File: config.mk
export PLATFORM = sky130hd
export DESIGN_NAME = component_tap_mac
export DESIGN_NICKNAME = d
export VERILOG_FILES = /design/src/rtl/component_tap_mac.sv
export SDC_FILE = /design/constraint.sdc
export NUM_CORES = 1
export LEC_CHECK = 0
export BUFFER_PORTS_ARGS = -buffer_cell sky130_fd_sc_hd__buf_4
export CAP_MARGIN = 10
export CORE_ASPECT_RATIO = 0.5
export CORE_MARGIN = 2
export CORE_UTILIZATION = 50
export CTS_BUF_LIST = sky130_fd_sc_hd__clkbuf_8
export CTS_CLUSTER_DIAMETER = 150
export DETAILED_ROUTE_END_ITERATION = 12
export GPL_TIMING_DRIVEN = 1
export PLACE_DENSITY = 0.69
export SYNTH_ARGS = -nofsm -noshare
export SYNTH_HDL_FRONTEND = slang
export SYNTH_SLANG_ARGS = --single-unit
File: constraint.sdc
create_clock -name clk -period 9.36 [get_ports clk]
set_input_delay 1.872 -clock clk [delete_from_list [all_inputs] [get_ports clk]]
set_output_delay 1.872 -clock clk [all_outputs]
set_load 0.03 [all_outputs]
File: src/rtl/component_tap_mac.sv
// Sequential multiply-accumulate over a snapshot of the delay-line tap vector.
// One tap per cycle against a programmable signed coefficient bank.
module component_tap_mac #(
    parameter int unsigned WIDTH = 8,
    parameter int unsigned TAPS  = 5,
    localparam int unsigned ACC_W = 2 * WIDTH + $clog2(TAPS),
    localparam int unsigned IDX_W = $clog2(TAPS)
) (
    input  logic                         clk,
    input  logic                         rst,
    input  logic [0:TAPS-1][WIDTH-1:0]   taps_in,
    input  logic                         start,
    input  logic                         coef_we,
    input  logic [IDX_W-1:0]             coef_addr,
    input  logic [WIDTH-1:0]             coef_data,
    output logic                         busy,
    output logic                         done,
    output logic signed [ACC_W-1:0]      result,
    output logic                         coef_err
);

    typedef enum logic [0:0] {StIdle, StAccum} state_t;

    state_t                    r_state;
    state_t                    w_state_d;
    logic signed [WIDTH-1:0]   r_snap [TAPS];
    logic signed [WIDTH-1:0]   r_coef [TAPS];
    logic signed [ACC_W-1:0]   r_acc;
    logic signed [ACC_W-1:0]   w_acc_d;
    logic signed [ACC_W-1:0]   r_result;
    logic signed [ACC_W-1:0]   w_result_d;
    logic [IDX_W-1:0]          r_idx;
    logic [IDX_W-1:0]          w_idx_d;
    logic                      r_done;
    logic                      w_done_d;
    logic                      r_err;
    logic                      w_err_d;
    logic                      w_snap_ld;
    logic                      w_coef_wr;
    logic                      w_addr_ok;
    logic                      w_last;
    logic signed [2*WIDTH-1:0] w_prod;
    logic signed [ACC_W-1:0]   w_prod_ext;

    assign w_prod     = r_snap[r_idx] * r_coef[r_idx];
    assign w_prod_ext = {{(ACC_W - 2 * WIDTH){w_prod[2*WIDTH-1]}}, w_prod};
    assign w_last     = (32'(r_idx) == TAPS - 1);
    assign w_addr_ok  = (32'(coef_addr) < TAPS);

    // Writes only land while idle; a write that coincides with start still lands
    // because index 0 is not read until the following edge.
    assign w_coef_wr  = coef_we && (r_state == StIdle) && w_addr_ok;
    assign w_err_d    = coef_we && ((r_state == StAccum) || !w_addr_ok);

    always_comb begin
        w_state_d  = r_state;
        w_idx_d    = r_idx;
        w_acc_d    = r_acc;
        w_result_d = r_result;
        w_done_d   = 1'b0;
        w_snap_ld  = 1'b0;
        unique case (r_state)
            StIdle: begin
                if (start) begin
                    w_state_d = StAccum;
                    w_snap_ld = 1'b1;
                    w_acc_d   = '0;
                    w_idx_d   = '0;
                end
            end
            StAccum: begin
                w_acc_d = r_acc + w_prod_ext;
                w_idx_d = r_idx + 1'b1;
                if (w_last) begin
                    w_state_d  = StIdle;
                    w_done_d   = 1'b1;
                    w_result_d = r_acc + w_prod_ext;
                    w_idx_d    = '0;
                end
            end
            default: w_state_d = StIdle;
        endcase
    end

    always_ff @(posedge clk or negedge rst) begin
        if (!rst) begin
            r_state  <= StIdle;
            r_acc    <= '0;
            r_result <= '0;
            r_idx    <= '0;
            r_done   <= 1'b0;
            r_err    <= 1'b0;
            for (int i = 0; i < TAPS; i++) begin
                r_snap[i] <= '0;
                r_coef[i] <= '0;
            end
        end else begin
            r_state  <= w_state_d;
            r_acc    <= w_acc_d;
            r_result <= w_result_d;
            r_idx    <= w_idx_d;
            r_done   <= w_done_d;
            r_err    <= w_err_d;
            if (w_snap_ld) begin
                for (int i = 0; i < TAPS; i++) begin
                    r_snap[i] <= taps_in[i];
                end
            end
            if (w_coef_wr) begin
                r_coef[coef_addr] <= coef_data;
            end
        end
    end

    assign busy     = (r_state == StAccum);
    assign done     = r_done;
    assign result   = r_result;
    assign coef_err = r_err;

endmodule

## After elaboration in Yosys (flattened, before gate mapping)

Index checks and enable logic that the tools add are counted.

- Flip-flop bits (word level): 124
- Input bits: 55
- Logic and storage cells: 55

- Add/subtract/negate cells: 2
- Multiply operators: 1
- $lt $le $gt $ge: 4
- Equality and inequality tests: 2
- Mux-type cells: 20
- Bitwise gates (word level): 3
- Reduce and logical (&&, ||, !) cells: 7

Operator list:

| operator | count |
|---|---|
| 8-bit binary-select mux with 3-bit select | 2 |
| 40-bit bitwise mux | 1 |
| 8-bit 2-to-1 mux | 5 |
| 19-bit one-hot mux with 2 select lines | 1 |
| 8-bit demux with 3-bit select | 1 |
| 19-bit by 16-bit adder with 19-bit output | 1 |
| 19-bit 2-to-1 mux | 1 |
| 8-bit by 8-bit multiplier with 16-bit output | 1 |
| 4-bit greater-or-equal comparator (second input constant) | 2 |
| 3-bit NOT with 4-bit output | 2 |
| 3-bit 2-to-1 mux | 2 |
| 3-bit one-hot mux with 2 select lines | 1 |
| 1-bit 2-to-1 mux | 5 |
| 1-bit logical AND | 4 |
| 4-bit by 1-bit less-than comparator with 1-bit output (second input constant) | 1 |
| 3-bit by 1-bit adder with 3-bit output (second input constant) | 1 |
| 3-bit == test (second input constant) | 1 |
| 3-bit less-than comparator (second input constant) | 1 |
| 2-bit != test (second input constant) | 1 |
| 1-bit one-hot mux with 2 select lines | 1 |
| 2-bit AND reduction | 1 |
| 1-bit zero test | 1 |
| 1-bit logical OR | 1 |
| 1-bit NOT | 1 |

## Logic depth before layout (Yosys ltp)

- Depth in word-level cells: 7
- Depth in mapped cells: 23

## Least setup slack after synthesis

No wires, ideal clock.

- Path type: register to register
- Start: reg r_idx[0]
- End: reg r_result[17] (netlist: result[17])
- Library setup time: 0.087 ns
- Arrival: 6.337 ns
- Slack: 2.937 ns
- Cell stages (with the launch flop): 21
- Clock period less this slack: 6.423 ns
- Cells stage by stage: dfrtp_1 -> buf_2 -> buf_6 -> mux4_2 -> a22o_1 -> inv_2 -> nor2_1 -> inv_1 -> fa_1 -> inv_1 -> fa_1 -> fa_1 -> fa_1 -> fa_1 -> ha_1 -> a21o_1 -> a21oi_2 -> a21boi_2 -> o2111a_1 -> or4_1 -> o211ai_1

- Word-level cells in the longest chain between the ends: 6

RTL lines:

| element | RTL line | source |
|---|---|---|
| start, declared | 32 | `logic [IDX_W-1:0] r_idx;` |
| start signal, assigned | 101 | `r_idx <= w_idx_d;` |
| 3-bit NOT with 4-bit output (not written as such) | 45 | `assign w_prod = r_snap[r_idx] * r_coef[r_idx];` |
| 8-bit binary-select mux with 3-bit select | 45 |  |
| 8-bit 2-to-1 mux (not written as such) (2 in series) | 45 |  |
| 8-bit by 8-bit multiplier with 16-bit output | 45 |  |
| 19-bit by 16-bit adder with 19-bit output | 77 | `w_result_d = r_acc + w_prod_ext;` |
| end signal, assigned | 100 | `r_result <= w_result_d;` |
| end, declared | 30 | `logic signed [ACC_W-1:0] r_result;` |

Parallel ways exist; a longest one is shown, timed or not. The select of a mux whose other input is x is not followed.
A chain may end at the register's enable or synchronous reset.

## Worst setup path after layout

- Start: reg r_idx[2]
- End: reg r_acc[17]

- Word-level cells in the longest chain between the ends: 7

RTL lines:

| element | RTL line | source |
|---|---|---|
| 3-bit NOT with 4-bit output (not written as such) * | 45 |  |
| 8-bit binary-select mux with 3-bit select | 45 |  |
| 8-bit 2-to-1 mux (not written as such) (2 in series) | 45 |  |
| 8-bit by 8-bit multiplier with 16-bit output * | 45 |  |
| 19-bit by 16-bit adder with 19-bit output * | 72 | `w_acc_d = r_acc + w_prod_ext;` |
| 19-bit one-hot mux with 2 select lines * | 62 | `unique case (r_state)` |
| end signal, assigned | 99 | `r_acc <= w_acc_d;` |
| end, declared | 28 | `logic signed [ACC_W-1:0] r_acc;` |

Mark *: on every way between the ends. The rest lies on a longest branch, timed or not. The select of a mux whose other input is x is not followed.

==> results.md <==
* Net count after synthesis at 920
* Post-synth EDFFs at 0
* MaxCap Viol Count at 0
* GRT Util Overall at 23.5%
* Worst EP arrival at 7300 ps
* # diodes at 0
* Die area at 18,500 sq um
* Tcrit/Tclk final at 74.0%
* Synth Cell Area at 8690 sq um
* Non-filler instance count after layout at 1,063
* FF-to-FF setup slack at 2440 ps
* Initial antenna violation count at 0
* Slew HR at 28.3%
* I/O pin count at 77
* Wl on met1 at 9.30 mm
* Highest clock rate at 0.144 GHz
* Yosys top cell by area: dfrtp_1
* H-tree levels at 4
* TritonCTS clock tree: done
* Starting Density at 50.5%
* Commonest non-fill, non-tap cell in the layout: dfrtp_1
* Residual DRC at 0
* Post-CTS Resized at 0
* Root buffer cell: clkbuf_8
* Initial DRC count at 471
* Final TNS setup at 0 ps
* Reg2Reg Depth at 20
* Port bufs at 76
* Clk sinks at 124
* Die W at 190 um
* Detailed Routing Iterations Pass 1 at 5
* GRT overflow at 0
* Detail Placement HPWL at 14.9 mm
* CTS Hold Bufs at 0
* Post-synthesis sequential area ratio at 35.7%
* Core ar. at 17,200 sq um
* Crit path max fanout at 16
* Netlist cell types at 56
* Largest net degree at the start of global routing at 75
* Synth warnings at 0
* Synth area leaders: dfrtp_1 (36%), fa_1 (19%), mux2_2 (11%)
* Clock slew seen by the registers of the worst setup and hold paths at 100 ps
* Mapped Cells at 735
* Avg Inst Size Synth at 11.8 sq um
* Fill cell count at 1,489
* Status: finished clean
* Clock buffer depth at 2
* GP Congestion at 0.912
* Total Nets Final at 1,001
* Ys flop type: dfrtp_1
* Skew-Pair Late Insertion Delay at 460 ps
* Placed insts at 1,030
* Vias in the first global route at 6,291
* CP startpoint kind: flip-flop
* #FFs+latches synth at 124
* Top Metal Used: met4
* R2r endpoint: r_acc[17]
* Area growth, synth to finish at 14.4%
* CP startpoint: r_idx[2]
* Final WL at 19.8 mm
* Most frequent cells in the layout: dfrtp_1 (124), inv_1 (90), mux2_2 (87)
* Fin. max-slew vios at 0
* Tmin final at 6920 ps
* First-pass GRT wire length at 33.2 mm
* Share of layout cells above drive strength 1 at 28.7%
* Die Y at 97.2 um
* CTS Buf Count at 17
* Min-delay worst type: flip-flop to flip-flop
* RR Startpoint: r_idx[2]
* Worst Clk Skew at 19.8 ps
* Met2 WL at 9.47 mm
* Unrepaired setup endpoints after global routing: false
* Slew @ Worst Pin at 1070 ps
* Final antenna-violating net count at 0
* Via density at 5.47
* Postcts setup bufs at 0
* Wire per inst at 18.7 um
* Required time worst endpoint at 9740 ps
* FFs w/ async S/R, synth at 100%
* Met3 WL post-DR at 874 um
* Critical setup path kind: flip-flop to flip-flop
* Vias at 5,813
* Worst setup endpoint: r_acc[17]
* Setup violators final at 0
* CP Capture Type: flip-flop
* Row Count at 34
* Top-area cell type share of the netlist area at 35.7%
* Hold Fails Final Rpt at 0
## cell families (layout without fill, tap and decap cells)
group	after synthesis	count (layout)	synth area share (%)
multiplexers	105	105	15.2
flip-flops	124	124	35.7
XOR/XNOR	18	18	1.81
AND/OR/NAND/NOR	159	159	8.15
buffers and inverters	116	210	5.26
AO/OA/AOI/OAI	83	83	7.84
adder cells (fa/ha/maj)	130	130	26.0
## cells in the mapped netlist, types with 5 or more instances
master      n
mux4_2     13
a22oi_2    10
buf_2       8
clkbuf_1   10
nand4_1     5
fa_1       84
o21ai_1     6
ha_1       46
dfrtp_1   124
mux2_2     87
a21oi_1     6
nor2_1     57
nor2b_1     6
a22o_1     11
xnor2_1    14
o21a_1     10
nand2b_1    7
inv_2       5
o31ai_1    10
nand2_1    64
inv_1      89
o21ai_0     7
## critical path: stages, from the launching register on
cell	delay (ps)
dfrtp_1	540
inv_2	240
nor3_4	740
a22o_1	430
inv_2	90
nor2_1	90
buf_4	270
inv_1	90
fa_1	490
inv_1	60
fa_1	520
fa_1	450
fa_1	520
fa_1	490
ha_1	400
a21o_1	210
a21oi_2	160
a21boi_2	120
o2111a_1	300
or4_1	520
o211ai_1	100
## layout make-up
class,instances,area (sq um),share of cell area (%)
clock buffer,19,262,2.63
tap,234,293,2.95
timing repair buffer,84,631,6.34
inverter,94,353,3.55
sequential,124,3100,31.2
multi-input combinational,495,5130,51.7
clock inverter,13,165,1.66
## per-layer routing
| metal | vias to the layer above | track usage [%] |
|---|---|---|
| li1 | 2633 | - |
| met1 | 3011 | 34.0 |
| met2 | 149 | 37.2 |
| met3 | 20 | 3.97 |
| met4 | 0 | 5.37 |
| met5 | - | 0 |
## state kept, by name, summed over array words and instances (netlist names)
register	flops
r_coef	40
coef_err	1
result	19
r_snap	40
busy	1
r_idx	3
done	1
r_acc	19
## worst min path at each step
stage | from | end | slack (ps) | depth (start not counted)
after global placement | result[5] | result[5] | 460 | 2
after detailed placement | result[2] | result[2] | 460 | 2
after global routing | result[8] | result[8] | 510 | 2
final | result[2] | result[2] | 480 | 2
after CTS | result[2] | result[2] | 480 | 2
after floorplan | r_coef[36] | r_coef[36] | 460 | 1
## stage by stage
stage | worst slack (ps) | utilization, % | hold WS [ps] | instance area (sq um)
2_1_floorplan | 2940 | - | 459 | 8690
3_3_place_gp | 2480 | 55.3 | 459 | 9510
3_5_place_dp | 2280 | 55.3 | 463 | 9510
4_1_cts | 2180 | 57.8 | 484 | 9930
5_1_grt | 2060 | 57.8 | 508 | 9940
6_report | 2440 | 57.8 | 480 | 9940
Power is left out: the tool's default activity adds up to more than one toggle a clock period on the data nets, which glitch-free logic cannot reach.
